**config.mk**
```make
export PLATFORM = sky130hd
export DESIGN_NAME = spi_cmd_controller
export DESIGN_NICKNAME = d
export VERILOG_FILES = /design/src/rtl/spi_cmd_controller_pkg.sv /design/src/rtl/sync_2ff.sv /design/src/rtl/spi_cmd_controller.sv
export SDC_FILE = /design/constraint.sdc
export NUM_CORES = 1
export LEC_CHECK = 0
export ABC_AREA = 1
export CAP_MARGIN = 20
export CELL_PAD_IN_SITES_DETAIL_PLACEMENT = 0
export CELL_PAD_IN_SITES_GLOBAL_PLACEMENT = 1
export CORE_ASPECT_RATIO = 0.7
export CORE_MARGIN = 5
export CORE_UTILIZATION = 41
export DETAILED_ROUTE_END_ITERATION = 8
export MAX_ROUTING_LAYER = met4
export PLACE_DENSITY = 0.95
export RECOVER_POWER = 100
export SYNTH_ARGS = -nofsm -noshare
export SYNTH_HDL_FRONTEND = slang
export SYNTH_SLANG_ARGS = --single-unit
```
**constraint.sdc**
```tcl
create_clock -name i_Clk -period 4.7 [get_ports i_Clk]
set_input_delay 0.94 -clock i_Clk [delete_from_list [all_inputs] [get_ports i_Clk]]
set_output_delay 0.94 -clock i_Clk [all_outputs]
set_load 0.03 [all_outputs]
```
**src/rtl/spi_cmd_controller_pkg.sv**
```systemverilog
`default_nettype none
// ============================================================================
//  Module   : spi_cmd_controller_pkg
//  Brief    : Opcode constants, FSM state encoding and opcode decode helper
//             shared by the SPI command controller and its host-side users.
//  Revision : 1.0  initial release
// ============================================================================
package spi_cmd_controller_pkg;

    // Whole-byte opcodes
    localparam logic [7:0] OP_GET_STATE = 8'hFF;
    localparam logic [7:0] OP_GET_ERR   = 8'hFE;
    localparam logic [7:0] OP_NOP       = 8'h00;

    // Two-bit class prefixes in bits [7:6]; bits [3:0] carry the register address
    localparam logic [1:0] OP_READ      = 2'b10;
    localparam logic [1:0] OP_WRITE     = 2'b01;

    typedef enum logic [0:0] {
        ST_IDLE      = 1'b0,
        ST_WAIT_DATA = 1'b1
    } state_t;

    typedef enum logic [2:0] {
        CMD_NOP       = 3'd0,
        CMD_GET_STATE = 3'd1,
        CMD_GET_ERR   = 3'd2,
        CMD_READ      = 3'd3,
        CMD_WRITE     = 3'd4,
        CMD_ILLEGAL   = 3'd5
    } cmd_t;

    // Classify an opcode byte; address range is checked by the caller
    function automatic cmd_t decode_op(input logic [7:0] i_byte);
        cmd_t v_cmd;
        if (i_byte == OP_GET_STATE)
            v_cmd = CMD_GET_STATE;
        else if (i_byte == OP_GET_ERR)
            v_cmd = CMD_GET_ERR;
        else if (i_byte == OP_NOP)
            v_cmd = CMD_NOP;
        else if (i_byte[7:6] == OP_READ)
            v_cmd = CMD_READ;
        else if (i_byte[7:6] == OP_WRITE)
            v_cmd = CMD_WRITE;
        else
            v_cmd = CMD_ILLEGAL;
        return v_cmd;
    endfunction

endpackage
`default_nettype wire

```
**src/rtl/sync_2ff.sv**
```systemverilog
`default_nettype none
// ============================================================================
//  Module   : sync_2ff
//  Brief    : Two-flop synchronizer for a single asynchronous level signal.
//  Revision : 1.0  initial release
// ============================================================================
module sync_2ff #(
    parameter logic RST_VAL = 1'b1
) (
    input  logic i_Clk,
    input  logic i_Rst,
    input  logic i_D,
    output logic o_Q
);

    logic r_meta;
    logic r_sync;

    // First flop may go metastable; second flop gives it a full cycle to settle
    always_ff @(posedge i_Clk or posedge i_Rst) begin
        if (i_Rst) begin
            r_meta <= RST_VAL;
            r_sync <= RST_VAL;
        end else begin
            r_meta <= i_D;
            r_sync <= r_meta;
        end
    end

    assign o_Q = r_sync;

endmodule
`default_nettype wire

```
**src/rtl/spi_cmd_controller.sv**
```systemverilog
`default_nettype none
// ============================================================================
//  Module   : spi_cmd_controller
//  Brief    : Decodes master bytes from the SPI slave, queues the response byte
//             for the next transfer and owns a small master-written config
//             register file.
//  Revision : 1.0  initial release
// ============================================================================
module spi_cmd_controller
    import spi_cmd_controller_pkg::*;
#(
    parameter int          STATE_W   = 2,
    parameter int          NUM_REGS  = 4,
    parameter logic [7:0]  ACK_BYTE  = 8'hA5,
    parameter logic [7:0]  ERR_BYTE  = 8'hEE,
    parameter logic [7:0]  IDLE_BYTE = 8'h00
) (
    input  logic                    i_Clk,
    input  logic                    i_Rst,
    input  logic                    i_SPI_CS_n,
    input  logic                    i_RX_DV,
    input  logic [7:0]              i_RX_Byte,
    output logic                    o_TX_DV,
    output logic [7:0]              o_TX_Byte,
    input  logic [STATE_W-1:0]      i_Fsm_State,
    output logic [8*NUM_REGS-1:0]   o_Cfg,
    output logic                    o_Cfg_Wr_Stb,
    output logic [3:0]              o_Cfg_Wr_Addr,
    output logic                    o_Busy
);

    // ------------------------------------------------------------------------
    // Chip-select synchronisation and edge detection
    // ------------------------------------------------------------------------
    logic w_cs_sync;
    logic r_cs_prev;
    logic w_cs_rise;
    logic w_cs_fall;

    sync_2ff #(
        .RST_VAL (1'b1)
    ) u_cs_sync (
        .i_Clk (i_Clk),
        .i_Rst (i_Rst),
        .i_D   (i_SPI_CS_n),
        .o_Q   (w_cs_sync)
    );

    // Delayed copy of synchronized CS_n; resets high so reset never looks like a fall
    always_ff @(posedge i_Clk or posedge i_Rst) begin
        if (i_Rst)
            r_cs_prev <= 1'b1;
        else
            r_cs_prev <= w_cs_sync;
    end

    assign w_cs_rise = w_cs_sync & ~r_cs_prev;
    assign w_cs_fall = ~w_cs_sync & r_cs_prev;

    // ------------------------------------------------------------------------
    // Registers
    // ------------------------------------------------------------------------
    state_t      r_state;
    logic [7:0]  r_cfg [NUM_REGS];
    logic [7:0]  r_err_cnt;
    logic [3:0]  r_lat_addr;
    logic        r_tx_dv;
    logic [7:0]  r_tx_byte;
    logic        r_wr_stb;
    logic [3:0]  r_wr_addr;

    // ------------------------------------------------------------------------
    // Decode of the incoming byte
    // ------------------------------------------------------------------------
    logic        w_rx_ok;
    cmd_t        w_cmd;
    logic [3:0]  w_addr;
    logic        w_addr_ok;
    logic [7:0]  w_rd_data;
    logic [7:0]  w_state_byte;
    logic [7:0]  w_err_inc;

    // A byte only counts while the chip is selected (a CS rise implies sync'd high)
    assign w_rx_ok      = i_RX_DV & ~w_cs_sync;
    assign w_cmd        = decode_op(i_RX_Byte);
    assign w_addr       = i_RX_Byte[3:0];
    assign w_addr_ok    = (int'(w_addr) < NUM_REGS);
    assign w_state_byte = 8'(i_Fsm_State);
    assign w_err_inc    = (r_err_cnt == 8'hFF) ? 8'hFF : (r_err_cnt + 8'd1);

    // Read mux over the register file, indexed by the opcode's address field
    always_comb begin
        w_rd_data = 8'h00;
        for (int k = 0; k < NUM_REGS; k++) begin
            if (w_addr == 4'(k))
                w_rd_data = r_cfg[k];
        end
    end

    // ------------------------------------------------------------------------
    // Command FSM: CS edges take priority over any byte arriving the same cycle
    // ------------------------------------------------------------------------
    always_ff @(posedge i_Clk or posedge i_Rst) begin
        if (i_Rst) begin
            r_state    <= ST_IDLE;
            r_err_cnt  <= 8'h00;
            r_lat_addr <= 4'h0;
            r_tx_dv    <= 1'b0;
            r_tx_byte  <= 8'h00;
            r_wr_stb   <= 1'b0;
            r_wr_addr  <= 4'h0;
            for (int k = 0; k < NUM_REGS; k++)
                r_cfg[k] <= 8'h00;
        end else begin
            r_tx_dv  <= 1'b0;
            r_wr_stb <= 1'b0;

            if (w_cs_rise) begin
                // End of transaction: any pending write is abandoned silently
                r_state <= ST_IDLE;
            end else if (w_cs_fall) begin
                // Preload the first MISO byte of the new transaction
                r_tx_dv   <= 1'b1;
                r_tx_byte <= IDLE_BYTE;
                r_state   <= ST_IDLE;
            end else if (w_rx_ok) begin
                r_tx_dv <= 1'b1;
                if (r_state == ST_WAIT_DATA) begin
                    // Data byte of a WRITE; never interpreted as an opcode
                    for (int k = 0; k < NUM_REGS; k++) begin
                        if (r_lat_addr == 4'(k))
                            r_cfg[k] <= i_RX_Byte;
                    end
                    r_wr_stb  <= 1'b1;
                    r_wr_addr <= r_lat_addr;
                    r_tx_byte <= ACK_BYTE;
                    r_state   <= ST_IDLE;
                end else begin
                    case (w_cmd)
                        CMD_GET_STATE: r_tx_byte <= w_state_byte;
                        CMD_GET_ERR: begin
                            r_tx_byte <= r_err_cnt;
                            r_err_cnt <= 8'h00;
                        end
                        CMD_READ: begin
                            if (w_addr_ok) begin
                                r_tx_byte <= w_rd_data;
                            end else begin
                                r_tx_byte <= ERR_BYTE;
                                r_err_cnt <= w_err_inc;
                            end
                        end
                        CMD_WRITE: begin
                            if (w_addr_ok) begin
                                r_tx_byte  <= IDLE_BYTE;
                                r_lat_addr <= w_addr;
                                r_state    <= ST_WAIT_DATA;
                            end else begin
                                r_tx_byte <= ERR_BYTE;
                                r_err_cnt <= w_err_inc;
                            end
                        end
                        CMD_NOP: r_tx_byte <= IDLE_BYTE;
                        default: begin
                            r_tx_byte <= ERR_BYTE;
                            r_err_cnt <= w_err_inc;
                        end
                    endcase
                end
            end
        end
    end

    // ------------------------------------------------------------------------
    // Outputs
    // ------------------------------------------------------------------------
    for (genvar g = 0; g < NUM_REGS; g++) begin : g_cfg_pack
        assign o_Cfg[8*g +: 8] = r_cfg[g];
    end

    assign o_TX_DV       = r_tx_dv;
    assign o_TX_Byte     = r_tx_byte;
    assign o_Cfg_Wr_Stb  = r_wr_stb;
    assign o_Cfg_Wr_Addr = r_wr_addr;
    assign o_Busy        = (r_state == ST_WAIT_DATA);

endmodule
`default_nettype wire

```
==> flow_metrics.py <==
metrics = {
    "status": {
        "outcome": "finished with violations",
        "violations": "max-capacitance violations, max-slew violations",
    },
    "final_layout": {
        "area_growth_pct": 23.52,
        "final_nets": 472,
        "num_antenna_cells": 0,
        "layout-drive-gt1-share_pct": 5.217,
        "fin_area_um2": 3877,
    },
    "logic_synthesis": {
        "synth_fa_ha_area_share_pct": 1.196,
        "synth_cell_types": 25,
        "synth_xor_area_share_pct": 0,
        "synth_nets": 410,
        "synth_top_family_by_area": "simple AND/OR/NAND/NOR gates",
        "async_reset_ff_share_pct": 100.0,
        "ys_warn_count": 0,
        "synth_simple_gate_area_share_pct": 25.99,
        "synth_area_um2": 3139,
        "avgSynthCellArea_um2": 7.988,
        "synth_ff_type": "dfrtp_1",
        "synth_seq_area_share_pct": 49.54,
        "yosysTopAreaCellShare_pct": 47.03,
        "synthCells": 393,
        "synthTopCellsByArea": "dfrtp_1 47%, nand2_1 13%, o21ai_0 7.0%, inv_1 6.0%, nand3_1 4.6%",
        "synth_top_area_cell": "dfrtp_1",
        "synth_edf_count": 0,
        "muxShareOfSynthArea_pct": 0,
        "ys_seq_elements": 62,
        "synth_compound_area_share_pct": 14.11,
    },
    "min_path": {
        "worstHoldPathType": "flip-flop to flip-flop",
        "hold_path.startpoint": "u_cs_sync.r_meta",
    },
    "place": {
        "port_buffers": 60,
        "dp_hpwl_mm": 6.407,
        "gp_congestion": 0.8872,
        "placedInstanceArea_um2": 3785,
    },
    "floorplanning": {
        "initial_core_util_pct": 42.51,
        "fp.dieW_um": 114.6,
        "num_rows": 26,
        "dieArea_um2": 9535,
        "die_height_um": 83.21,
        "pin_count": 61,
        "coreArea_um2": 7385,
    },
    "global_routing": {
        "grt-ovfl-total": 0,
        "grt_max_degree": 37,
        "grt_pass1_wl_mm": 13.83,
        "grt_antenna_before_repair": 0,
        "grt_pass1_vias": 2708,
        "grt.total_usage_pct": 18.82,
    },
    "critical_path": {
        "critPathRequiredTime_ns": 4.89,
        "cp-start-kind": "input pin",
        "cp_max_fo": 36,
        "crit_arrival_ns": 3.65,
        "path_class": "input pin to asynchronous set/reset pin",
        "crit_path_end_kind": "asynchronous set/reset pin",
        "timing.rr.start": "u_cs_sync.o_Q",
        "crit_start": "i_Rst",
    },
    "clock_network": {
        "cts_hold_buf": 0,
        "clock_path_buffers": 2,
        "cts_tree": "yes",
        "cts_resized": 0,
        "cts.sinks": 62,
        "cts_buffers": 9,
        "post_cts_buffers": 0,
        "h-tree-depth": 3,
        "path_clk_slew_ns": 0.07,
        "cts-root-buf": "clkbuf_8",
        "insertion_delay_ns": 0.34,
    },
    "detailed_routing": {
        "wl_per_cell_um": 14.89,
        "vias": 2815,
        "vias_per_cell": 5.045,
        "wl_mm": 8.306,
        "drtPass1Iterations": 4,
        "drc_errors": 0,
        "ant_nets": 0,
        "dr.first_iter.drc_count": 183,
    },
    "pwr": {
        "p_leak_nw": 1.994,
        "switching_share_pct": 31.37,
        "comb_power_share_pct": 18.1,
        "vdd_drop_max_mv": 0.1467,
        "power_frac_seq_pct": 49.6,
        "p_switching_uw": 397.0,
        "cellPowerDensity_nw_per_um2": 326.4,
        "internal_power_uw": 868.6,
        "p_clk_share_pct": 32.3,
    },
    "sta": {
        "setup_viol_count_final": 0,
        "max_freq_mhz": 288.6,
        "rsz0062_at_grt": "false",
        "slew_headroom_pct": -0.4517,
        "skew_ns": 0.008181,
        "min_period_ns": 3.465,
        "slew_violations": 28,
        "hold_viol_final": 0,
        "post-route-period-util_pct": 73.73,
        "worst_pin_slew_ns": 1.507,
        "worst_hold_slack_ns": 0.3636,
        "setup_tns_ns": 0,
    },
    "run": {
        "drv_cap": 1,
    },
}
==> critical path, stage by stage <==
cell	delay (ns)
dlygate4sd3_1	0.53
inv_1	0.99
clkbuf_1	1.17
==> layout by cell type (no fill, tap or decap), types with 7 or more instances in the layout <==
master	synthesis	final
nand2_1	109	109
o21ai_0	44	60
dfrtp_1	59	59
dlygate4sd3_1	0	53
inv_1	50	50
nand3_1	29	29
nor2_1	27	27
a21oi_1	12	12
clkbuf_8	0	10
nand4_1	9	9
nor3_1	6	7
clkdlybuf4s50_1	0	7
==> metal layers <==
| layer | vias up | routed length (um) | global-route usage, % |
|---|---|---|---|
| li1 | 1399 | - | - |
| met1 | 1330 | 4119 | 27.76 |
| met2 | 76 | 3532 | 25.46 |
| met3 | 10 | 544 | 5.087 |
| met4 | 0 | 109 | 4.531 |
| met5 | - | 0 | - |
==> sequential cells by signal, indices dropped and copies added, names as in the netlist <==
name,count
r_lat_addr,4
u_cs_sync.o_Q,1
o_Cfg_Wr_Stb,1
o_Busy,1
o_TX_Byte,8
r_err_cnt,8
o_Cfg,32
o_TX_DV,1
o_Cfg_Wr_Addr,4
r_cs_prev,1
u_cs_sync.r_meta,1
==> Yosys cell counts (2+ instances only) <==
library cell	number
o21ai_2	16
or3_1	2
o21ai_0	44
inv_1	50
dfstp_2	3
nor2_1	27
buf_6	2
nor3_1	6
ha_1	3
inv_2	2
dfrtp_1	59
nand4_1	9
buf_12	2
a21oi_1	12
buf_2	3
nand3_1	29
o211ai_1	2
nand2_1	109
nand2_2	5
clkbuf_1	3
==> final timing paths <==
kind,cells after the start,slack (ns),end
setup / recovery,3,1.23,o_Cfg[31]
hold / removal,0,0.36,u_cs_sync.o_Q
setup reg to reg,9,1.88,r_err_cnt[5]
hold reg to reg,0,0.36,u_cs_sync.o_Q
max in group i_Clk,9,1.44,r_err_cnt[5]
min in group asynchronous,2,1.44,o_Cfg_Wr_Addr[3]
==> cells by family after synthesis <==
kind of cell             after synthesis
AND/OR/NAND/NOR                      190
flip-flops                            62
AO/OA/AOI/OAI                         75
adder cells (fa/ha/maj)                3
buffers and inverters                 63
==> power by group through the flow <==
stage / Combinational [mW] / Clock [mW] / Sequential (mW)
6_report: 0.229 / 0.409 / 0.628
5_1_grt: 0.259 / 0.441 / 0.636
4_1_cts: 0.241 / 0.414 / 0.629
3_5_place_dp: 0.239 / 0 / 0.639
3_3_place_gp: 0.238 / 0 / 0.637
2_1_floorplan: 0.122 / 0 / 0.662
==> per-stage QoR <==
stage	setup WS (ns)	std cells	util (%)	power, mW
floorplan	2.224	393	-	0.7846
global placement	1.381	542	51.25	0.8750
detailed placement	1.281	542	51.25	0.8783
CTS	1.631	558	53.52	1.284
global route	0.6853	558	52.51	1.336
finish	1.235	558	52.51	1.266
==> cell type report <==
cell class / instances / area [um2]
Tap cell: 98 / 122.6
Clock inverter: 4 / 22.52
Timing Repair Buffer: 62 / 611.8
Fill cell: 724 / 3507
Inverter: 52 / 195.2
Clock buffer: 12 / 145.1
Multi-Input combinational cell: 268 / 1225
Sequential cell: 62 / 1555
(Power assumes the default switching activity.)
